==> config.mk <==
export PLATFORM = sky130hd
export DESIGN_NAME = lab2_proc_fetch_unit
export DESIGN_NICKNAME = d
export VERILOG_FILES = /design/src/rtl/lab2_proc_fetch_unit.sv
export SDC_FILE = /design/constraint.sdc
export NUM_CORES = 1
export LEC_CHECK = 0
export ABC_AREA = 1
export ABC_CLOCK_PERIOD_IN_PS = 3000
export CAP_MARGIN = 10
export CORE_ASPECT_RATIO = 1.4
export CORE_MARGIN = 1
export CORE_UTILIZATION = 53
export DETAILED_ROUTE_END_ITERATION = 6
export PLACE_DENSITY = 0.8
export SYNTH_ARGS = -nofsm -noshare
export SYNTH_HDL_FRONTEND = slang
export SYNTH_SLANG_ARGS = --single-unit
==> constraint.sdc <==
create_clock -name clk -period 3 [get_ports clk]
set_input_delay 0.3 -clock clk [delete_from_list [all_inputs] [get_ports clk]]
set_output_delay 0.3 -clock clk [all_outputs]
set_load 0.05 [all_outputs]
==> src/rtl/lab2_proc_fetch_unit.sv <==
// Instruction fetch unit: credit-limited imem requests, in-order response
// buffering with PCs, and squash handling that drops stale in-flight responses.
module lab2_proc_fetch_unit #(
    parameter int unsigned p_max_inflight = 2
) (
    input  logic        clk,
    input  logic        reset,
    input  logic        fetch_val,
    input  logic [31:0] fetch_addr,
    output logic        fetch_rdy,
    output logic        imem_reqstream_val,
    input  logic        imem_reqstream_rdy,
    output logic [31:0] imem_reqstream_msg_addr,
    input  logic        imem_respstream_val,
    output logic        imem_respstream_rdy,
    input  logic [31:0] imem_respstream_msg_data,
    input  logic        squash,
    output logic        inst_val,
    input  logic        inst_rdy,
    output logic [31:0] inst_data,
    output logic [31:0] inst_pc,
    output logic        drop_pending
);

    localparam int unsigned CW = $clog2(p_max_inflight + 1);
    localparam int unsigned PW = (p_max_inflight > 1) ? $clog2(p_max_inflight) : 1;
    localparam logic [CW:0] MAX_INFLIGHT = (CW + 1)'(p_max_inflight);

    function automatic logic [PW-1:0] ptr_inc(input logic [PW-1:0] p);
        return (p == PW'(p_max_inflight - 1)) ? '0 : p + PW'(1);
    endfunction

    logic [CW-1:0] live_q, live_d;
    logic [CW-1:0] drop_q, drop_d;
    logic [CW-1:0] buf_cnt_q, buf_cnt_d;
    logic [PW-1:0] buf_rd_q, buf_rd_d;
    logic [PW-1:0] buf_wr_q, buf_wr_d;
    logic [PW-1:0] pcf_rd_q, pcf_rd_d;
    logic [PW-1:0] pcf_wr_q, pcf_wr_d;
    logic [31:0]   buf_data_q [p_max_inflight];
    logic [31:0]   buf_data_d [p_max_inflight];
    logic [31:0]   buf_pc_q   [p_max_inflight];
    logic [31:0]   buf_pc_d   [p_max_inflight];
    logic [31:0]   pcf_q      [p_max_inflight];
    logic [31:0]   pcf_d      [p_max_inflight];

    logic        credit;
    logic        fire;
    logic        resp;
    logic        pop;
    logic        buf_push;
    logic [31:0] resp_pc;

    always_comb begin
        credit = (({1'b0, live_q} + {1'b0, drop_q}) < MAX_INFLIGHT) &&
                 (({1'b0, live_q} + {1'b0, buf_cnt_q}) < MAX_INFLIGHT);
        fetch_rdy               = reset && credit && imem_reqstream_rdy;
        imem_reqstream_val      = reset && fetch_val && credit;
        imem_reqstream_msg_addr = fetch_addr;
        imem_respstream_rdy     = reset;
        fire                    = fetch_val && fetch_rdy;
        resp                    = imem_respstream_val && reset;
        inst_val                = (buf_cnt_q != '0) && !squash;
        pop                     = inst_val && inst_rdy;
        inst_data               = buf_data_q[buf_rd_q];
        inst_pc                 = buf_pc_q[buf_rd_q];
        drop_pending            = (drop_q != '0);
    end

    always_comb begin
        live_d     = live_q;
        drop_d     = drop_q;
        buf_cnt_d  = buf_cnt_q;
        buf_rd_d   = buf_rd_q;
        buf_wr_d   = buf_wr_q;
        pcf_rd_d   = pcf_rd_q;
        pcf_wr_d   = pcf_wr_q;
        buf_data_d = buf_data_q;
        buf_pc_d   = buf_pc_q;
        pcf_d      = pcf_q;
        buf_push   = 1'b0;
        // With nothing outstanding, a response can only belong to this cycle's fetch.
        resp_pc    = (live_q == '0 && drop_q == '0) ? fetch_addr : pcf_q[pcf_rd_q];

        if (fire) begin
            pcf_d[pcf_wr_q] = fetch_addr;
            pcf_wr_d        = ptr_inc(pcf_wr_q);
        end
        if (resp) begin
            pcf_rd_d = ptr_inc(pcf_rd_q);
        end

        if (squash) begin
            drop_d    = drop_q + live_q - CW'(resp);
            live_d    = CW'(fire);
            buf_cnt_d = '0;
            buf_rd_d  = '0;
            buf_wr_d  = '0;
        end else begin
            buf_push = resp && (drop_q == '0);
            if (resp && !buf_push) begin
                drop_d = drop_q - CW'(1);
            end
            live_d = live_q + CW'(fire) - CW'(buf_push);
            if (buf_push) begin
                buf_data_d[buf_wr_q] = imem_respstream_msg_data;
                buf_pc_d[buf_wr_q]   = resp_pc;
                buf_wr_d             = ptr_inc(buf_wr_q);
            end
            if (pop) begin
                buf_rd_d = ptr_inc(buf_rd_q);
            end
            buf_cnt_d = buf_cnt_q + CW'(buf_push) - CW'(pop);
        end
    end

    always_ff @(posedge clk or negedge reset) begin
        if (!reset) begin
            live_q    <= '0;
            drop_q    <= '0;
            buf_cnt_q <= '0;
            buf_rd_q  <= '0;
            buf_wr_q  <= '0;
            pcf_rd_q  <= '0;
            pcf_wr_q  <= '0;
            for (int unsigned i = 0; i < p_max_inflight; i++) begin
                buf_data_q[i] <= '0;
                buf_pc_q[i]   <= '0;
                pcf_q[i]      <= '0;
            end
        end else begin
            live_q     <= live_d;
            drop_q     <= drop_d;
            buf_cnt_q  <= buf_cnt_d;
            buf_rd_q   <= buf_rd_d;
            buf_wr_q   <= buf_wr_d;
            pcf_rd_q   <= pcf_rd_d;
            pcf_wr_q   <= pcf_wr_d;
            buf_data_q <= buf_data_d;
            buf_pc_q   <= buf_pc_d;
            pcf_q      <= pcf_d;
        end
    end

    buf_no_overflow: assert property (@(posedge clk) disable iff (!reset)
        !(buf_push && !pop && buf_cnt_q == CW'(p_max_inflight)));

endmodule

==> impl_metrics.csv <==
group,metric,value,unit
status,status,"complete, no violations",
floorplan,die_w,117.5,um
worst_hold_path,hp-class,"in2async",
floorplan,num_io_pins,172,
sta,rsz0062_at_grt,"false",
sta,finalHoldWorstSlack,0.2599,ns
sta,worstMarginPinSlew,1.231,ns
routing,drt_iter0_markers,689,
clocking,cts_made_buffers,20,
synth,syn_nets,1345,
finish,synthToLayoutAreaGrowth,24.65,%
synth,yosysMostFrequentCell,"nand2_1",
synth,syn_area_per_cell,7.832,sq um
synth,synthTopCellsByArea,"dfrtp_1 (51%), nand2_1 (23%), nand3_1 (5.1%), nand4_1 (4.0%), o21ai_0 (3.2%)",
synth,synth_top_cells_by_count,"nand2_1 (597), dfrtp_1 (202), nand3_1 (100), nand4_1 (64), o21ai_0 (63)",
run,maxCapViolCount,0,
grt,antenna_found_initial,0,
critical_path,start_kind,"flip-flop",
finish,n_antenna_cell,0,
critical_path,crit_fanout,40,
clocking,clk_transition_reported_paths,0.06,ns
grt,grt_pass1_wl,42.46,mm
routing,wirelength,25.96,mm
routing,final_antenna_net_count,0,
critical_path,critical_path_required,2.70,ns
sta,tns,0,ns
grt,grt_usage,27.43,%
grt,grt_max_degree,82,
place,gp_congestion,0.8349,
routing,vias,8820,
synth,ys_seq_elements,202,
sta,fmax,0.3654,GHz
place,dp_hpwl,16.22,mm
synth,synth_top_area_share,51.06,%
finish,drive_gt1_share,11.84,%
floorplan,start_util,54.57,%
clocking,cts-resized-gates,0,
synth,ys.flop_type,"dfrtp_1",
sta,fin_crit,2.737,ns
synth,seq_area_frac_synth,51.06,%
finish,fin_util,68.01,%
critical_path,crit_top_cell,"nand2_1",
clocking,htree_num_levels,1,
sta,fin_crit_sh,91.22,%
synth,async_flop_share,100.0,%
synth,ys.warnings.count,0,
floorplan,coreArea,18140,sq um
synth,yosysTopAreaCell,"dfrtp_1",
synth,synth_edf_count,0,
power_and_ir_drop,leakagePower,6.471,nW
clocking,clock_latency,0.50,ns
grt,grt-ovfl-total,0,
floorplan,rows,58,
critical_path,worst_ep_arrival_time,2.44,ns
critical_path,crit_type,"reg2out",
critical_path,critPathMaxStageDelay,0.45,ns
power_and_ir_drop,ir_drop,745.0,uV
critical_path,end_kind,"output port",
place,portBuffers,171,
floorplan,die_h,163.7,um
routing,routed_via_density,5.455,
sta,clock_skew,0.01041,ns
power_and_ir_drop,powerDensity,1191,nW/um^2
grt,grt_pass1_vias,8591,
synth,syn_area,9899,sq um
sta,setup_viol,0,
clocking,clkSinkCount,202,
critical_path,crit_path_top_delay_cell,"fa_1",
sta,slew_headroom,17.84,%
clocking,cts_tree,"yes",
routing,post-route-drc-count,0,
clocking,ctsRootBufferMaster,"clkbuf_16",
critical_path,path_cells,"nand2_1, inv_1, fa_1, nor2_1, nand2_1, nor2_4, buf_4, buf_12",
synth,synth.distinct_cells,26,
routing,dr.pass1.iters,5,
finish,layout.nets,1445,
routing,wl_per_cell,16.05,um
synth,synth_cells,1264,
clocking,clockBufferDepth,3,
floorplan,die_area,19240,sq um
sta,drv_slew,0,
finish,fill_cells,1483,
sta,hold_violations,0,
-- sequential cells by signal, indices dropped and copies added, names as in the netlist --
register / flops
buf_cnt_q: 2
buf_data_q: 64
buf_pc_q: 64
buf_rd_q: 1
buf_wr_q: 1
drop_q: 2
live_q: 2
pcf_q: 64
pcf_rd_q: 1
pcf_wr_q: 1
-- layout make-up --
| type | instances | area, sq um | share of cell area, % |
|---|---|---|---|
| flip-flops and latches | 202 | 5055 | 40.97 |
| clock buffers | 27 | 568.0 | 4.604 |
| well taps | 240 | 300.3 | 2.434 |
| repair buffers | 192 | 2156 | 17.47 |
| inverters | 52 | 195.2 | 1.582 |
| multi-input cells | 896 | 3996 | 32.39 |
| clock inverters | 8 | 68.82 | 0.5577 |
-- metrics by stage --
| step | instance area (sq um) | worst slack, ns | power (mW) | std cells |
|---|---|---|---|---|
| 4_1_cts | 12340 | 0.2636 | 14.75 | 1617 |
| 3_5_place_dp | 11690 | 0.5947 | 12.27 | 1581 |
| 6_report | 12340 | 0.2635 | 14.69 | 1617 |
| 2_1_floorplan | 9899 | 0.6876 | 9.371 | 1264 |
| 3_3_place_gp | 11690 | 0.6911 | 12.07 | 1581 |
| 5_1_grt | 12340 | 0.1498 | 15.59 | 1617 |
-- final timing paths --
path / start / to / slack (ns) / cells past startpoint
min in group clk: imem_reqstream_rdy / pcf_q[10]$_DFFE_PN0P_ / 0.32 / 3
max in group asynchronous: reset / buf_pc_q[20]$_DFFE_PN0P_ / 1.64 / 3
hold reg to reg: pcf_q[13]$_DFFE_PN0P_ / pcf_q[13]$_DFFE_PN0P_ / 0.47 / 2
setup / recovery: live_q[0]$_DFF_PN0_ / imem_reqstream_val / 0.26 / 8
setup reg to reg: live_q[0]$_DFF_PN0_ / pcf_q[11]$_DFFE_PN0P_ / 0.55 / 10
hold / removal: reset / buf_data_q[62]$_DFFE_PN0P_ / 0.26 / 2
-- where the power goes --
part	switching [mW]	internal (mW)	leakage, nW
Sequential	0.621	3.97	2.51
Clock	1.01	1.42	0.320
Combinational	4.91	2.76	3.65
Total	6.54	8.15	6.47
-- critical path: cells and delay by family (launching register included) --
kind	cells	cell delay [ns]
adders and majority gates	1	0.45
and+or+nand+nor	4	0.43
DFF	1	0.43
buffers and inverters	3	0.62
-- cell families after synthesis --
family                     count (synthesis)  share of synthesized area, %
and+or+nand+nor                          811                         34.87
xor gates and xnor gates                   5                        0.4423
DFF                                      202                         51.06
adders and majority gates                 10                         1.416
AOI/OAI and AO/OA                         70                         3.564
buffers and inverters                    166                         8.645
-- layer usage --
| layer | vias to the layer above | GRT usage, % | share of wire, % |
|---|---|---|---|
| li1 | 4180 | - | - |
| met1 | 4187 | 35.39 | 41 |
| met2 | 388 | 47.61 | 50 |
| met3 | 65 | 3.785 | 7.0 |
| met4 | 0 | 9.499 | 2.6 |
| met5 | - | 0 | 0 |
-- timing repair --
action | CTS | global route
hold buffers | 1 | 0
buffers inserted | 0 | 0
hold endpoints to repair | 25 | 0
-- cell usage in the layout, fill, tap and decap left out, types with 2 or more instances in the layout --
master and instances:
fa_1 2, nand4_1 64, or2_2 32, clkdlybuf4s50_1 103, clkbuf_1 4, clkbuf_8 3, clkinv_2 6, inv_1 46
ha_1 8, dfrtp_1 202, buf_4 50, clkbuf_16 21, xor2_1 4, nand2_1 596, nor2_4 3, o21ai_1 6
buf_12 36, nand2_2 2, nor2_1 11, nand3_1 100, o21ai_0 63, inv_2 6
Note: power is estimated with default switching activity, not from simulation.
